`config.mk`:
```
export PLATFORM = sky130hd
export DESIGN_NAME = cpa_stimulus_gen
export DESIGN_NICKNAME = d
export VERILOG_FILES = /design/src/rtl/cpa_pkg.sv /design/src/rtl/cpa_lfsr128.sv /design/src/rtl/cpa_stimulus_gen.sv
export SDC_FILE = /design/constraint.sdc
export NUM_CORES = 1
export LEC_CHECK = 0
export ABC_CLOCK_PERIOD_IN_PS = 3620
export CELL_PAD_IN_SITES_DETAIL_PLACEMENT = 0
export CELL_PAD_IN_SITES_GLOBAL_PLACEMENT = 1
export CORE_MARGIN = 2
export CORE_UTILIZATION = 40
export DETAILED_ROUTE_END_ITERATION = 10
export PLACE_DENSITY = 0.84
export REMOVE_ABC_BUFFERS = 1
export SETUP_SLACK_MARGIN = 0.1
export SLEW_MARGIN = 20
export SYNTH_ARGS = -nofsm -noshare
export SYNTH_HDL_FRONTEND = slang
export SYNTH_SLANG_ARGS = --single-unit
```
`constraint.sdc`:
```
create_clock -name clk_text_input -period 3.62 [get_ports clk_text_input]
set_clock_uncertainty 0.1 [all_clocks]
set_input_delay 0.724 -clock clk_text_input [delete_from_list [all_inputs] [get_ports clk_text_input]]
set_output_delay 0.724 -clock clk_text_input [all_outputs]
set_load 0.01 [all_outputs]
```
`src/rtl/cpa_pkg.sv`:
```
// -----------------------------------------------------------------------------
// cpa_pkg
// Shared definitions for the CPA/TVLA stimulus generator:
//   - plaintext mode encodings (random, fixed-vs-random, sequential)
//   - controller state enumeration
//   - Galois LFSR feedback constant for x^128 + x^7 + x^2 + x + 1
//   - one-step LFSR helper used by the LFSR sub-module
// -----------------------------------------------------------------------------
package cpa_pkg;

  localparam logic [1:0] CPA_MODE_RAND = 2'd0;
  localparam logic [1:0] CPA_MODE_FVR  = 2'd1;
  localparam logic [1:0] CPA_MODE_SEQ  = 2'd2;

  typedef enum logic [2:0] {
    ST_IDLE  = 3'd0,
    ST_ISSUE = 3'd1,
    ST_WAIT  = 3'd2,
    ST_GAP   = 3'd3,
    ST_DONE  = 3'd4
  } cpa_state_e;

  localparam logic [127:0] CPA_LFSR_POLY = 128'h87;

  // Galois step: shift left, fold the bit that falls off back in through the taps.
  function automatic logic [127:0] cpa_lfsr_next(input logic [127:0] s);
    cpa_lfsr_next = {s[126:0], 1'b0} ^ (s[127] ? CPA_LFSR_POLY : 128'h0);
  endfunction

endpackage

```
`src/rtl/cpa_lfsr128.sv`:
```
// -----------------------------------------------------------------------------
// cpa_lfsr128
// 128-bit Galois LFSR that supplies random plaintext material.
// Ports:
//   clk_text_input  in   1    clock, rising edge
//   reset           in   1    synchronous active-high; state <= seed
//   load            in   1    reload state from seed (wins over step)
//   seed            in   128  reload value (caller guarantees non-zero)
//   step            in   1    advance one LFSR step
//   state           out  128  current LFSR state
// -----------------------------------------------------------------------------
module cpa_lfsr128
  import cpa_pkg::*;
(
  input  logic         clk_text_input,
  input  logic         reset,
  input  logic         load,
  input  logic [127:0] seed,
  input  logic         step,
  output logic [127:0] state
);

  // LFSR state register: reset/load from seed, otherwise step on request.
  always_ff @(posedge clk_text_input) begin
    if (reset) begin
      state <= seed;
    end else if (load) begin
      state <= seed;
    end else if (step) begin
      state <= cpa_lfsr_next(state);
    end
  end

endmodule

```
`src/rtl/cpa_stimulus_gen.sv`:
```
// -----------------------------------------------------------------------------
// cpa_stimulus_gen
// Plaintext/key source for CPA and TVLA capture. Issues NUM_TRACES blocks to
// the AES core over valid/ready, waits for aes_done, idles GAP_CYCLES, repeats.
// Ports:
//   clk_text_input  in   1       clock, rising edge
//   reset           in   1       synchronous active-high
//   start           in   1       starts a run from IDLE/DONE
//   abort           in   1       return to IDLE on the next edge
//   mode            in   2       0 random, 1 fixed-vs-random, 2 sequential, 3 as 0
//   text_ready      in   1       AES core accepts a block
//   aes_done        in   1       AES core finished the block in flight
//   text_valid      out  1       Text_to_AES/cypher_key valid
//   Text_to_AES     out  TEXT_W  plaintext
//   cypher_key      out  KEY_W   key (KEY once a run has started)
//   trace_idx       out  IDX_W   index of block presented / in flight
//   trace_class     out  1       TVLA class (1 fixed, 0 random)
//   trigger         out  1       scope trigger, high on the handshake cycle
//   busy            out  1       run in progress
//   done            out  1       run completed
// -----------------------------------------------------------------------------
module cpa_stimulus_gen
  import cpa_pkg::*;
#(
  parameter int                TEXT_W     = 128,
  parameter int                KEY_W      = 128,
  parameter logic [KEY_W-1:0]  KEY        = 128'h6efe8f326ab4878d12e98a9f7e6eb1a9,
  parameter logic [TEXT_W-1:0] FIXED_TEXT = 128'hda39a3ee5e6b4b0d3255bfef95601890,
  parameter logic [127:0]      SEED       = 128'h1,
  parameter int                NUM_TRACES = 256,
  parameter int                IDX_W      = 16,
  parameter int                GAP_CYCLES = 8
) (
  input  logic              clk_text_input,
  input  logic              reset,
  input  logic              start,
  input  logic              abort,
  input  logic [1:0]        mode,
  input  logic              text_ready,
  input  logic              aes_done,
  output logic              text_valid,
  output logic [TEXT_W-1:0] Text_to_AES,
  output logic [KEY_W-1:0]  cypher_key,
  output logic [IDX_W-1:0]  trace_idx,
  output logic              trace_class,
  output logic              trigger,
  output logic              busy,
  output logic              done
);

  // An all-zero seed would lock the LFSR, so it is replaced by 1.
  localparam logic [127:0]     SEED_EFF = (SEED == 128'h0) ? 128'h1 : SEED;
  localparam int               GAP_W    = (GAP_CYCLES > 1) ? $clog2(GAP_CYCLES) : 1;
  localparam logic [GAP_W-1:0] GAP_LOAD = GAP_W'((GAP_CYCLES > 0) ? GAP_CYCLES - 1 : 0);
  localparam logic [IDX_W-1:0] LAST_IDX = IDX_W'(NUM_TRACES - 1);
  localparam int               REP_N    = (TEXT_W + 127) / 128;

  cpa_state_e        state_r, state_nxt_s;
  logic [1:0]        mode_r, eff_mode_s;
  logic [IDX_W-1:0]  idx_r, idx_inc_s;
  logic [TEXT_W-1:0] text_r;
  logic              class_r;
  logic [KEY_W-1:0]  key_r;
  logic [GAP_W-1:0]  gap_r;
  logic [127:0]      lfsr_state_s;
  logic              hs_s, start_ok_s, done_ok_s, lfsr_step_s;

  // Builds {class, text} for one block; LFSR material repeats to fill wide texts.
  function automatic logic [TEXT_W:0] make_block(input logic [127:0] src,
                                                 input logic [1:0] md,
                                                 input logic [IDX_W-1:0] idx);
    logic [REP_N*128-1:0]    rep_wide;
    logic [TEXT_W+IDX_W-1:0] seq_ext;
    rep_wide = {REP_N{src}};
    seq_ext  = {{TEXT_W{1'b0}}, idx};
    case (md)
      CPA_MODE_FVR: make_block = src[0] ? {1'b1, FIXED_TEXT} : {1'b0, rep_wide[TEXT_W-1:0]};
      CPA_MODE_SEQ: make_block = {1'b0, seq_ext[TEXT_W-1:0]};
      default:      make_block = {1'b0, rep_wide[TEXT_W-1:0]};
    endcase
  endfunction

  assign eff_mode_s  = (mode == 2'd3) ? CPA_MODE_RAND : mode;
  assign idx_inc_s   = idx_r + {{(IDX_W-1){1'b0}}, 1'b1};
  // A handshake coinciding with abort or reset is dropped entirely.
  assign hs_s        = (state_r == ST_ISSUE) && text_ready && !abort && !reset;
  assign start_ok_s  = start && !abort && ((state_r == ST_IDLE) || (state_r == ST_DONE));
  assign done_ok_s   = (state_r == ST_WAIT) && aes_done && !abort;
  assign lfsr_step_s = hs_s && (mode_r != CPA_MODE_SEQ);

  cpa_lfsr128 u_lfsr (
    .clk_text_input (clk_text_input),
    .reset          (reset),
    .load           (start_ok_s),
    .seed           (SEED_EFF),
    .step           (lfsr_step_s),
    .state          (lfsr_state_s)
  );

  // Controller state register.
  always_ff @(posedge clk_text_input) begin
    if (reset) begin
      state_r <= ST_IDLE;
    end else begin
      state_r <= state_nxt_s;
    end
  end

  // Next-state logic; abort overrides every transition.
  always_comb begin
    state_nxt_s = state_r;
    if (abort) begin
      state_nxt_s = ST_IDLE;
    end else begin
      case (state_r)
        ST_IDLE, ST_DONE: begin
          if (start) state_nxt_s = ST_ISSUE;
          else       state_nxt_s = state_r;
        end
        ST_ISSUE: begin
          if (text_ready) state_nxt_s = ST_WAIT;
          else            state_nxt_s = ST_ISSUE;
        end
        ST_WAIT: begin
          if (!aes_done)               state_nxt_s = ST_WAIT;
          else if (idx_r == LAST_IDX)  state_nxt_s = ST_DONE;
          else if (GAP_CYCLES == 0)    state_nxt_s = ST_ISSUE;
          else                         state_nxt_s = ST_GAP;
        end
        ST_GAP: begin
          if (gap_r == {GAP_W{1'b0}}) state_nxt_s = ST_ISSUE;
          else                        state_nxt_s = ST_GAP;
        end
        default: state_nxt_s = ST_IDLE;
      endcase
    end
  end

  // Status outputs decoded from the state register.
  always_comb begin
    text_valid = (state_r == ST_ISSUE);
    busy       = (state_r == ST_ISSUE) || (state_r == ST_WAIT) || (state_r == ST_GAP);
    done       = (state_r == ST_DONE);
    trigger    = hs_s;
  end

  // Block, index, key and gap registers; the next block is built once per accepted block.
  always_ff @(posedge clk_text_input) begin
    if (reset) begin
      mode_r  <= CPA_MODE_RAND;
      idx_r   <= {IDX_W{1'b0}};
      text_r  <= {TEXT_W{1'b0}};
      class_r <= 1'b0;
      key_r   <= {KEY_W{1'b0}};
      gap_r   <= {GAP_W{1'b0}};
    end else if (!abort) begin
      if (start_ok_s) begin
        mode_r              <= eff_mode_s;
        idx_r               <= {IDX_W{1'b0}};
        key_r               <= KEY;
        {class_r, text_r}   <= make_block(SEED_EFF, eff_mode_s, {IDX_W{1'b0}});
      end else if (done_ok_s && (idx_r != LAST_IDX)) begin
        idx_r               <= idx_inc_s;
        {class_r, text_r}   <= make_block(lfsr_state_s, mode_r, idx_inc_s);
        gap_r               <= GAP_LOAD;
      end else if ((state_r == ST_GAP) && (gap_r != {GAP_W{1'b0}})) begin
        gap_r <= gap_r - {{(GAP_W-1){1'b0}}, 1'b1};
      end
    end
  end

  assign Text_to_AES = text_r;
  assign trace_class = class_r;
  assign cypher_key  = key_r;
  assign trace_idx   = idx_r;

endmodule

```
### Yosys cells after proc, flatten, opt, wreduce, memory -nomap -nowiden

Index checks and enable logic that the tools add are counted.

| word-level totals | value |
|---|---|
| register bits | 282 |
| output and inout bits | 277 |
| word-level logic and storage cells | 71 |

| operators by class | value |
|---|---|
| add/subtract/negate cells | 2 |
| equality and inequality tests | 13 |
| multiplexer cells | 19 |
| bitwise gates (word level) | 3 |
| reductions and logical operators | 26 |

Operator list:

| kind | count |
|---|---|
| 129-bit case mux with 2 select lines | 2 |
| 128-bit 2-to-1 mux | 2 |
| 129-bit 2-to-1 mux | 1 |
| 128-bit XOR | 1 |
| 16-bit 2-to-1 mux | 2 |
| 16-bit by 1-bit adder with 16-bit output (second input constant) | 1 |
| 16-bit by 8-bit == test with 1-bit output (second input constant) | 1 |
| 16-bit by 8-bit inequality test with 1-bit output (second input constant) | 1 |
| 3-bit 2-to-1 mux | 5 |
| 3-bit case mux with 4 select lines | 1 |
| 1-bit logical AND | 10 |
| 8-bit 2-to-1 mux | 1 |
| 2-bit == test (second input constant) | 3 |
| 3-bit by 2-bit == test with 1-bit output (second input constant) | 2 |
| 3-bit logical NOT | 2 |
| 2-bit 2-to-1 mux | 3 |
| 2-bit OR reduction | 3 |
| 2-bit by 1-bit == test with 1-bit output (second input constant) | 2 |
| 2-bit inequality test (second input constant) | 2 |
| 2-bit AND reduction | 2 |
| 2-bit nonzero test | 2 |
| 3-bit by 1-bit == test with 1-bit output (second input constant) | 1 |
| 3-bit == test (second input constant) | 1 |
| 1-bit logical OR | 3 |
| 6 further kinds | 9 |

### Logic depth before layout (Yosys ltp)

| logic depth | value |
|---|---|
| depth in word-level cells | 6 |
| mapped depth | 10 |
| gate-level depth less buffers | 7 |

### Hierarchy

From an unflattened synthesis, not the netlist that was laid out.

| unflattened totals | value |
|---|---|
| cells, all modules | 1,148 |
| area total of the unflattened synthesis | 13,720.7 µm² |

By module, submodules not included:

| module | instances | cells an instance | area an instance (µm²) |
|---|---|---|---|
| cpa_stimulus_gen | 1 | 873 | 7,679.9 |
| cpa_lfsr128 | 1 | 275 | 6,040.8 |

### Worst setup path after synthesis

Ideal clock, no wire load.

| timing path | value |
|---|---|
| path type | input to output |
| start point | input port cypher_key[0] |
| end point | output port cypher_key[100] |
| arrival time | 1.784 ns |
| required time | 2.796 ns |
| path slack | 1.012 ns |
| stages on the path | 2 |
| buffers on the path | 1 |
| cells stage by stage | dfxtp_1 > buf_4 |

RTL lines:

| element | RTL line | source |
|---|---|---|
| start: declaration | cpa_stimulus_gen.sv:43 | `output logic [KEY_W-1:0] cypher_key,` |

No word-level cell between the ends.

### Worst setup path in the final report

| timing path | value |
|---|---|
| start point | input port abort |
| end point | output port trigger |

| between the ends | value |
|---|---|
| longest elaborated chain between the ends | 3 |

Ends and longest elaborated chain:

| element | RTL line | source |
|---|---|---|
| start: declaration | cpa_stimulus_gen.sv:37 | `input logic abort,` |
| 1-bit logical NOT | n/a |  |
| 1-bit logical AND (2 in series) | cpa_stimulus_gen.sv:86 | `assign hs_s = (state_r == ST_ISSUE) && text_ready && !abort && !reset;` |
| end: declaration | cpa_stimulus_gen.sv:46 | `output logic trigger,` |

No other way between the ends.

==> impl_metrics.py <==
metrics = {
    "logic_synthesis": {
        "synth-async-reset-ratio_pct": 0,
        "synth.top_cell.area_share_pct": 47.0,
        "synth.mux.area_fraction_pct": 0.0833,
        "synth.most_common_cell": "dfxtp_1",
        "syn_avg_cell_area_sq_um": 8.71,
        "synth_compound_area_share_pct": 20.6,
        "ys_seq_area_share_pct": 47.0,
        "synth_top_family_by_area": "compound AO/OA/AOI/OAI gates",
        "synth_top_flop_cell": "dfxtp_1",
        "synth_seq_cells": 282,
        "yosysTopAreaCell": "dfxtp_1",
        "synth_area_leaders": "dfxtp_1 47%, buf_4 9.2%, nand2_1 8.6%",
        "synth_simple_gate_area_share_pct": 15.9,
        "postSynthCellCount": 1379,
        "synth_common_cells": "282 x dfxtp_1, 274 x nand2_1, 148 x a21oi_1, 148 x buf_4, 99 x nor2_1",
        "yosys.area_share.xor_xnor_pct": 2.04,
        "yosys.area_share.adder_pct": 0.833,
        "synth_edf_count": 0,
        "yosysWarnings": 0,
        "synth_area_sq_um": 12000,
        "yosysUniqueCellTypes": 52,
    },
    "timing": {
        "tightest_slew_ns": 0.932,
        "setup_violations": 0,
        "holdWs_ns": 0.360,
        "fin_crit_sh_pct": 88.0,
        "relSlewSlack_pct": 37.9,
        "fmax_ghz": 0.314,
        "slew_violations": 0,
        "period_minus_slack_ns": 3.19,
        "setup_slack_ns": 0.433,
        "finalHoldViolations": 0,
        "rsz0062_at_grt": "false",
    },
    "route": {
        "ant_nets": 0,
        "route.detailed.drc": 0,
        "routedWlPerCell_um": 16.1,
        "finalWirelength_um": 30500,
        "top_layer_used": "met4",
        "wl_met2_um": 14200,
        "met1_length_um": 13900,
        "dr_wl_met3_um": 1850,
        "vias": 9544,
        "routed_via_density": 5.04,
        "drt_iter0_markers": 591,
        "dr.pass1.iters": 5,
    },
    "die": {
        "dieArea_sq_um": 31400,
        "initial_core_util_pct": 40.5,
        "die_w_um": 177,
        "core_sq_um": 29600,
        "rows": 63,
        "ios": 285,
        "fp.dieH_um": 177,
    },
    "place": {
        "dpl.hpwl_um": 18500,
        "globalplace.congestion": 0.835,
        "postPlaceCellArea_sq_um": 13700,
        "post-place-ws_ns": 0.458,
        "dp.cells": 1839,
        "io_buffers": 227,
    },
    "cts": {
        "cts_made_buffers": 29,
        "clk_pin_slew_ns": 0.07,
        "post_cts_buffers": 0,
        "cts.sinks": 282,
        "clock_path_buffers": 3,
        "insertion_delay_ns": 0.54,
        "cts_tree": "yes",
        "holdBufCountCts": 0,
        "root_buffer": "clkbuf_16",
        "cts_resized": 0,
        "htree_levels": 1,
    },
    "setup_path": {
        "r2r_start": "trace_idx[0]$_SDFFE_PP0P_",
        "worstPathRequired_ns": 2.80,
        "critPathCaptureType": "output pin",
        "worstSetupPathType": "input pin to output pin",
        "cp_max_fo": 7,
        "startpoint_type": "input pin",
        "arrival_ns": 2.36,
        "endpoint": "trigger",
        "r2r_slack_ns": 1.00,
        "reg2reg_depth": 7,
        "timing.rr.end": "Text_to_AES[7]$_SDFFE_PP0P_",
        "startpoint": "abort",
    },
    "finish": {
        "fin_cells": 1892,
        "fin_nets": 1496,
        "syn_to_final_growth_pct": 23.3,
        "multiInputGateArea_sq_um": 5000,
        "drive_gt1_share_pct": 8.59,
        "antenna_cells": 0,
        "seq_area_sq_um": 5650,
        "nFillCells": 2843,
        "post-route-cell-area_sq_um": 14800,
    },
    "global_route": {
        "grtUsageTotal_pct": 18.7,
        "grt_start_max_net_pins": 141,
        "grt_first_pass_wirelength_um": 48100,
        "antenna_found_initial": 0,
        "grt_pass1_vias": 8837,
        "grt.overflow.total": 0,
    },
    "min_path": {
        "hold_path.class": "flip-flop to flip-flop",
        "hp-start": "u_lfsr.state[47]$_SDFFE_PP0P_",
    },
    "pwr": {
        "p_leak_nw": 5.00,
        "power_mw": 7.24,
        "pwr_density_cell_nw_per_um2": 489,
        "vdd_drop_max_v": 0.000309,
    },
    "run": {
        "cap_violations": 0,
    },
    "run_status": {
        "status": "complete, no violations",
    },
}
## critical path, stage by stage
cell and delay (ns):
clkdlybuf4s50_1 0.54, nor2_1 0.24, and3_1 0.29, clkdlybuf4s50_1 0.57
## logic make-up after synthesis
logic type / Yosys count
buffers and inverters: 247
DFF: 282
muxes: 1
adders and majority gates: 8
AOI/OAI and AO/OA: 364
xor gates and xnor gates: 28
other: 1
and+or+nand+nor: 448
## how the worst min path moves through the flow
stage                                     to  cells past startpoint
2_1_floorplan          gap_r[1]$_SDFFE_PP0P_                      1
3_3_place_gp           gap_r[1]$_SDFFE_PP0P_                      1
3_5_place_dp     Text_to_AES[9]$_SDFFE_PP0P_                      2
4_1_cts         u_lfsr.state[5]$_SDFFE_PP0P_                      2
5_1_grt        u_lfsr.state[95]$_SDFFE_PP0P_                      2
6_report       u_lfsr.state[48]$_SDFFE_PP0P_                      2
## registers in the layout, summed over array words and instances (netlist names)
register and count:
trace_idx 16, trace_class 1, gap_r 3, mode_r 2, u_lfsr.state 128, cypher_key 1
Text_to_AES 128, state_r 3
## report_power, final
group          total (mW)  internal, mW  switching (mW)
registers            3.22          3.16          0.0552
logic               0.667         0.292           0.374
clock network        3.36          2.11            1.25
total                7.24          5.56            1.68
## stage by stage
stage | util (%) | TNS, ns
floorplan | - | -303.06
global placement | 46.3 | 0
detailed placement | 46.3 | 0
CTS | 50.0 | 0
global route | 50.0 | 0
finish | 50.0 | 0
## metal layers
| metal | GRT usage, % | up-vias |
|---|---|---|
| li1 | - | 4708 |
| met1 | 25.6 | 4519 |
| met2 | 31.2 | 281 |
| met3 | 3.08 | 36 |
| met4 | 3.96 | 0 |
| met5 | 0 | - |
## layout make-up
type / count / share of cell area (%)
clock buffer: 38 / 5.33
clock inverter: 15 / 1.94
inverter: 13 / 0.329
multi-input combinational: 906 / 33.7
sequential: 282 / 38.1
tap: 390 / 3.29
timing repair buffer: 248 / 17.2
## cells in the final DEF, fill, tap and decap left out, types with 7 or more instances in the layout
master	count
a211oi_2	40
nand2_1	274
clkdlybuf4s50_1	226
ha_1	8
nand3_1	20
dfxtp_1	281
nor4_1	7
bufinv_16	8
conb_1	57
buf_12	10
xor2_1	12
xnor2_1	16
a211oi_1	26
buf_4	12
inv_1	13
nor2_1	97
a22o_1	51
o21ai_0	71
clkbuf_16	29
nor3_1	15
a21oi_1	148
Power figures use the tool's default switching activity.
